===== src/rtl/conv2_sched.sv =====
// conv2_sched -- sequencing controller for the conv2 2-D convolution datapath.
//
// On a start pulse it slides a SIZEKer x SIZEKer window over a SIZE x SIZE
// input matrix in row-major order. Each output pixel takes SIZEKer^2
// accumulate cycles and is followed by one write cycle. After the last pixel,
// done pulses once and the block returns to idle.
//
// Ports
//   clock               rising-edge clock
//   nreset              asynchronous active-low reset
//   start               begin a full convolution (honoured only in IDLE)
//   hold                stall: freezes state and counters, gates mac_en/out_we
//   busy                high while accumulating or writing
//   done                one pulse (stretched by hold) after the last write
//   in_row, in_col      input tap address = window origin + kernel offset
//   ker_row, ker_col    kernel tap address
//   mac_en              accumulate product at current tap
//   mac_first           tap 0: accumulator loads instead of adds
//   out_we              write accumulator to output matrix
//   out_row, out_col    output pixel address, valid with out_we
module conv2_sched #(
    parameter int SIZE      = 7,
    parameter int SIZEKer   = 3,
    parameter int WIDTH_BIT = 8,
    localparam int AW       = (SIZE > 1) ? $clog2(SIZE) : 1
) (
    input  logic          clock,
    input  logic          nreset,
    input  logic          start,
    input  logic          hold,
    output logic          busy,
    output logic          done,
    output logic [AW-1:0] in_row,
    output logic [AW-1:0] in_col,
    output logic [AW-1:0] ker_row,
    output logic [AW-1:0] ker_col,
    output logic          mac_en,
    output logic          mac_first,
    output logic          out_we,
    output logic [AW-1:0] out_row,
    output logic [AW-1:0] out_col
);

    localparam int OUT = SIZE - SIZEKer + 1;
    localparam logic [AW-1:0] KLast = AW'(SIZEKer - 1);
    localparam logic [AW-1:0] OLast = AW'(OUT - 1);

    // Reject parameter sets the address arithmetic cannot represent.
    if (SIZEKer < 1 || SIZEKer > SIZE || SIZE > 255 || WIDTH_BIT < 1) begin : gBadParams
        $error("conv2_sched: illegal parameter set");
    end

    typedef enum logic [1:0] {IDLE, ACC, WRITE, DONE} stateT;

    stateT         state, stateNext;
    logic [AW-1:0] winRow, winCol, tapRow, tapCol;
    logic [AW-1:0] winRowNext, winColNext, tapRowNext, tapColNext;

    always_ff @(posedge clock or negedge nreset) begin
        if (!nreset) begin
            state  <= IDLE;
            winRow <= '0;
            winCol <= '0;
            tapRow <= '0;
            tapCol <= '0;
        end else begin
            state  <= stateNext;
            winRow <= winRowNext;
            winCol <= winColNext;
            tapRow <= tapRowNext;
            tapCol <= tapColNext;
        end
    end

    // Addresses come straight from the registers, so a stall leaves them
    // frozen and the tap is re-presented unchanged when hold drops.
    assign in_row  = winRow + tapRow;
    assign in_col  = winCol + tapCol;
    assign ker_row = tapRow;
    assign ker_col = tapCol;
    assign out_row = winRow;
    assign out_col = winCol;

    always_comb begin
        stateNext  = state;
        winRowNext = winRow;
        winColNext = winCol;
        tapRowNext = tapRow;
        tapColNext = tapCol;
        busy       = 1'b0;
        done       = 1'b0;
        mac_en     = 1'b0;
        mac_first  = 1'b0;
        out_we     = 1'b0;

        case (state)
            IDLE: begin
                if (start && !hold) begin
                    stateNext  = ACC;
                    winRowNext = '0;
                    winColNext = '0;
                    tapRowNext = '0;
                    tapColNext = '0;
                end
            end

            ACC: begin
                busy      = 1'b1;
                mac_en    = !hold;
                mac_first = !hold && (tapRow == '0) && (tapCol == '0);
                if (!hold) begin
                    if (tapCol == KLast) begin
                        tapColNext = '0;
                        if (tapRow == KLast) begin
                            tapRowNext = '0;
                            stateNext  = WRITE;
                        end else begin
                            tapRowNext = tapRow + 1'b1;
                        end
                    end else begin
                        tapColNext = tapCol + 1'b1;
                    end
                end
            end

            WRITE: begin
                busy   = 1'b1;
                out_we = !hold;
                if (!hold) begin
                    tapRowNext = '0;
                    tapColNext = '0;
                    stateNext  = ACC;
                    if (winCol == OLast) begin
                        winColNext = '0;
                        if (winRow == OLast) begin
                            // Last pixel written: window wraps back to the origin.
                            winRowNext = '0;
                            stateNext  = DONE;
                        end else begin
                            winRowNext = winRow + 1'b1;
                        end
                    end else begin
                        winColNext = winCol + 1'b1;
                    end
                end
            end

            DONE: begin
                // Held high across a stall so the pulse is seen exactly once.
                done = 1'b1;
                if (!hold) begin
                    stateNext = IDLE;
                end
            end

            default: begin
                stateNext = IDLE;
            end
        endcase
    end

endmodule


===== config.mk =====
export PLATFORM = sky130hd
export DESIGN_NAME = conv2_sched
export DESIGN_NICKNAME = d
export VERILOG_FILES = /design/src/rtl/conv2_sched.sv
export SDC_FILE = /design/constraint.sdc
export NUM_CORES = 1
export LEC_CHECK = 0
export ABC_CLOCK_PERIOD_IN_PS = 1840
export CAP_MARGIN = 15
export CORE_MARGIN = 2
export CORE_UTILIZATION = 39
export CTS_CLUSTER_DIAMETER = 40
export DETAILED_ROUTE_END_ITERATION = 8
export GPL_TIMING_DRIVEN = 1
export PLACE_DENSITY = 0.79
export SETUP_SLACK_MARGIN = 0.05
export SYNTH_ARGS = -nofsm -noshare
export SYNTH_HDL_FRONTEND = slang
export SYNTH_SLANG_ARGS = --single-unit

===== constraint.sdc =====
create_clock -name clock -period 1.84 [get_ports clock]
set_clock_uncertainty 0.1 [all_clocks]
set_input_delay 0.368 -clock clock [delete_from_list [all_inputs] [get_ports clock]]
set_output_delay 0.368 -clock clock [all_outputs]
set_load 0.02 [all_outputs]

==> impl_metrics.ini, run 1 <==
[status]
status = finished with violations
violations = setup timing

[timing]
worst_slack_ns = -0.332
final_period_minus_worst_setup_slack_ns = 2.17
finalHoldViolations = 0
rsz0062_at_grt = yes
worst_pin_slew_ns = 0.381
setup_viol = 9
setup_tns_ns = -1.29
max_freq_ghz = 0.460
finalCritPeriodShare_pct = 118
slew_headroom_pct = 74.4
final-max-slew-violation-count = 0
whs_ns = 0.274

[cts]
h-tree-depth = 1
cts_sinks = 14
worstSkewPairLatency_ns = 0.30
cts.path.max_buffers = 2
cts_made_buffers = 3
hold_buffers = 0
clk_pin_slew_ns = 0.10
root_buffer = clkbuf_4
cts_tree = done

[pwr]
seqPwrFrac_pct = 13.4
swShare_pct = 46.4
p_comb_share_pct = 81.8
p_leak_nw = 0.951
switchingPower_mw = 1.93
clkPwrFrac_pct = 4.7
peakVddDrop_uv = 1570
p_int_mw = 2.23
power_density_mw_per_mm2 = 2090
total_power_mw = 4.16

[synth]
synth_area_leaders = dfrtp_1 32%, ha_1 13%, inv_1 5.2%, o21ai_0 4.1%, fa_1 3.7%
yosysWarnings = 0
synth.most_common_cell = inv_1
syn_avg_cell_area_um2 = 9.09
synth_commonest_cells = 15 x inv_1, 14 x dfrtp_1, 11 x ha_1
syn_area_mm2 = 0.00109
yosysTopAreaCell = dfrtp_1
synth_cell_types = 40
synth_top_area_share_pct = 32.1
ys.flop_type = dfrtp_1
synth_edf_count = 0
async_reset_ff_share_pct = 100
ys_seq_area_share_pct = 32.1
synthCells = 120
mappedNetlistNets = 137
ys_ff_latch = 14

[placed_design]
place_area_mm2 = 0.00167
post-place-ws_ns = -0.485
gp_congestion = 0.884
dp.cells = 204
port_buffers = 26
dp_hpwl_mm = 2.38

[worst_setup_path]
crit_arrival_ns = 1.70
crit_path_start_kind = flop
cp-end-kind = output pin
path_max_fanout = 3
critPathRequiredTime_ns = 1.37
criticalPathCategory = flop to output pin

[floorplan]
dieWidth_um = 56.9
dieArea_mm2 = 0.00324
die_h_um = 56.9
coreArea_mm2 = 0.00271
initial_core_util_pct = 40.3
ios = 27
rows = 19

[global_route]
grt_pass1_vias = 1319
gr-total-overflow = 0
track_usage_pct = 24.8
grt_pass1_wl_mm = 6.17
grt_max_degree = 15
antenna_found_initial = 0

[routing]
drc_errors = 0
post_drt_wl_per_cell_um = 18.1
routed_via_density = 5.46
drt-initial-drc-count = 55
antenna_left = 0
vias = 1212
wl_mm = 4.01
dr.pass1.iters = 4

[layout]
layout-drive-gt1-share_pct = 56.5
area_growth_pct = 82.6
final_cell_area_mm2 = 0.00199
finalNetCount = 209
postLayoutCoreUtil_pct = 73.5
multi_input_area_um2 = 901
fin_cells = 222
n_antenna_cell = 0
ff_latch_area_um2 = 359
nFillCells = 183

[job]
maxCapViolCount = 0

[hold_path]
worstHoldPathType = primary input to asynchronous set/reset pin
[routing by layer]
layer	share of wire, %	global-route usage (%)
met5	0	0
met4	3.3	13.3
met3	4.5	4.38
met2	53	43.7
met1	39	28.0
[power by group through the flow]
stage	clock (mW)	sequential [mW]	combinational [mW]
6_report	0.198	0.559	3.41
2_1_floorplan	0	0.730	1.32
5_1_grt	0.212	0.573	3.61
3_5_place_dp	0	0.548	2.64
3_3_place_gp	0	0.538	2.54
4_1_cts	0.201	0.556	2.97
[worst paths after layout]
| path | from | to | slack, ns | cells after the start |
|---|---|---|---|---|
| setup / recovery | ker_col[0] | mac_first | -0.33 | 3 |
| hold / removal | nreset | ker_row[1] | 0.27 | 2 |
| setup reg to reg | state[0] | ker_col[2] | -0.08 | 8 |
| hold reg to reg | out_row[2] | out_row[2] | 0.51 | 1 |
| max in group asynchronous | nreset | out_col[0] | 1.16 | 2 |
| min in group clock | out_row[2] | out_row[2] | 0.51 | 1 |
[cell families (layout without fill, tap and decap cells)]
kind of cell / after synthesis / after routing / synth area share (%)
xor+xnor: 4 / 4 / 3.21
flops: 14 / 14 / 32.1
mux: 3 / 3 / 2.87
compound gates: 30 / 30 / 19.7
simple gates: 37 / 37 / 18.8
fa+ha+maj: 13 / 13 / 16.3
buf+inv: 19 / 90 / 7.00
[flip-flops by register name, indices dropped and copies added, names as in the netlist]
| name | count |
|---|---|
| ker_row | 3 |
| state | 2 |
| ker_col | 3 |
| out_row | 3 |
| out_col | 3 |
[cell type report]
class / instances / share of cell area [%]
multi-input combinational: 87 / 45.2
clock buffer: 4 / 1.32
sequential: 14 / 18.0
tap: 31 / 1.95
inverter: 15 / 2.83
timing repair buffer: 71 / 30.7
[critical path, stage by stage (launching register included)]
cell and delay [ns]:
dfrtp_2 0.46, or4_4 0.55, nor4_4 0.19, buf_4 0.20
[repair_timing]
item,CTS,global route
resized for setup,99,25
buffers inserted,7,7
pin swaps,15,10
setup endpoints to repair,34,24
[placed cells by master (no fill, tap or decap), types with 4 or more instances in the layout]
master,instances
buf_6,15
dfrtp_1,7
inv_1,7
dlygate4sd2_1,11
o21a_1,4
o21ai_0,4
ha_4,6
nand3_1,6
nand2_1,6
ha_1,4
dfrtp_2,7
buf_4,38
inv_2,8
Power figures use the tool's default switching activity.
==> run 2: changes to the inputs <==
SETUP_SLACK_MARGIN = default   (was 0.05)
TNS_END_PERCENT = 50   (was default)
==> run 2 against run 1 <==
  * The run still ends with setup timing left
  * Via count decreased by 2.6%
  * Wire length fell by 13%
  * Largest power group unchanged
  * Register-to-register slack better by 0.07 ns
  * Sequential power grew 0.9%
  * Global-route usage shrank 4.7 points
  * Cell count down 3.6%
  * First-iteration DRC count decreased by 65%
  * Critical endpoint is now in_row[2]
  * Total power down 9.2%
  * Sequential share of layout area up 1.1 points
  * Worst setup slack gained 0.038 ns
  * Non-clock buffer count decreased by 7
==> impl_metrics.ini, run 2 (synthesized netlist as in run 1, its figures left out) <==
[status]
status = finished with violations
violations = setup timing

[floorplan]
initial_core_util_pct = 40.3
ios = 27
rows = 19
dieWidth_um = 56.9
die_h_um = 56.9
dieArea_mm2 = 0.00324
coreArea_mm2 = 0.00271

[worst_setup_path]
reg2reg_from = state[0]
cp-end-kind = output pin
path_max_fanout = 2
crit_path_start_kind = flop
rrSetupSlack_ns = -0.01
criticalPathCategory = flop to output pin
critPathRequiredTime_ns = 1.37
crit_arrival_ns = 1.67
r2r-end = out_col[2]
reg2reg_depth = 7

[routing]
dr.pass1.iters = 4
drt-initial-drc-count = 19
antenna_left = 0
routed_via_density = 5.52
wl_mm = 3.47
post_drt_wl_per_cell_um = 16.2
vias = 1181
drc_errors = 0

[cts]
hold_buffers = 0
cts.path.max_buffers = 2
cts_made_buffers = 3
root_buffer = clkbuf_4
h-tree-depth = 1
clk_pin_slew_ns = 0.10
worstSkewPairLatency_ns = 0.29
cts_sinks = 14
cts_tree = done

[placed_design]
port_buffers = 26
gp_congestion = 0.855
place_area_mm2 = 0.00166
dp.cells = 204
dp_hpwl_mm = 2.27
post-place-ws_ns = -0.505

[timing]
slew_headroom_pct = 72.7
setup_viol = 6
whs_ns = 0.273
worst_slack_ns = -0.295
final-max-slew-violation-count = 0
max_freq_ghz = 0.468
worst_pin_slew_ns = 0.408
final_period_minus_worst_setup_slack_ns = 2.13
finalHoldViolations = 0
rsz0062_at_grt = yes
finalCritPeriodShare_pct = 116

[pwr]
p_int_mw = 2.00
switchingPower_mw = 1.79
peakVddDrop_uv = 1330
swShare_pct = 47.2
power_density_mw_per_mm2 = 2010
total_power_mw = 3.78
clkPwrFrac_pct = 5.0
p_comb_share_pct = 80.1
p_leak_nw = 0.904
seqPwrFrac_pct = 14.9

[hold_path]
worstHoldPathType = primary input to asynchronous set/reset pin

[global_route]
grt_pass1_wl_mm = 5.07
grt_max_degree = 15
track_usage_pct = 20.1
gr-total-overflow = 0
antenna_found_initial = 0
grt_pass1_vias = 1168

[job]
maxCapViolCount = 0

[layout]
mostFrequentLayoutCells = 39 x buf_4, 12 x dlygate4sd2_1, 8 x inv_2, 8 x nand3_1
n_antenna_cell = 0
ff_latch_area_um2 = 359
final_cell_area_mm2 = 0.00188
finalNetCount = 202
multi_input_area_um2 = 877
fin_cells = 214
layout-drive-gt1-share_pct = 53.0
mostFrequentLayoutCell = buf_4
nFillCells = 202
area_growth_pct = 72.1
-- run 2: power by group through the flow --
stage                     logic [mW]  clock network, mW  registers [mW]
after global routing            3.23              0.205           0.585
after detailed placement        2.61                  0           0.553
after CTS                       2.71              0.184           0.554
after global placement          2.52                  0           0.537
final                           3.03              0.190           0.564
after floorplan                 1.30                  0           0.728
-- run 2: how the worst max path moves through the flow --
stage / start / end / slack [ns] / cells past startpoint
3_3_place_gp: hold / mac_first / -0.48 / 4
2_1_floorplan: ker_row[2] / mac_first / -0.04 / 3
6_report: out_row[0] / in_row[2] / -0.29 / 6
5_1_grt: out_row[0] / in_row[2] / -0.36 / 6
4_1_cts: out_row[0] / in_row[2] / -0.28 / 6
3_5_place_dp: hold / mac_first / -0.50 / 4
-- run 2: worst max-delay path, cell delays in order (launching register included) --
cell and delay, ns:
dfrtp_2 0.41, ha_4 0.14, inv_2 0.03, fa_2 0.34
xor2_2 0.16, xnor2_2 0.14, buf_4 0.15
-- run 2: layout make-up --
| class | instances | share of cell area (%) |
|---|---|---|
| Tap cell | 31 | 2.07 |
| Timing Repair Buffer | 64 | 27.9 |
| Clock buffer | 3 | 1.20 |
| Sequential cell | 14 | 19.1 |
| Multi-Input combinational cell | 87 | 46.7 |
| Inverter | 15 | 3.00 |
-- run 2: through the flow --
step | setup TNS, ns | utilization, %
floorplan | -0.133 | -
global placement | -3.32 | 61.4
detailed placement | -4.00 | 61.4
CTS | -1.05 | 64.6
global route | -1.41 | 69.3
finish | -1.10 | 69.3
-- run 2: repair_timing --
item / CTS / global route
gates cloned: 0 / 0
setup buffers: 2 / 5
endpoints found under the hold margin: 0 / 0
pin swaps: 3 / 10
resized for setup: 77 / 25
setup endpoints to repair: 33 / 20
-- run 2: routing by layer --
layer / wire (um) / up-vias / GRT usage, %
met5: 0 / - / 0
met4: 155 / 0 / 11.6
met3: 123 / 16 / 2.30
met2: 1810 / 42 / 35.0
met1: 1390 / 570 / 23.6
li1: - / 553 / -
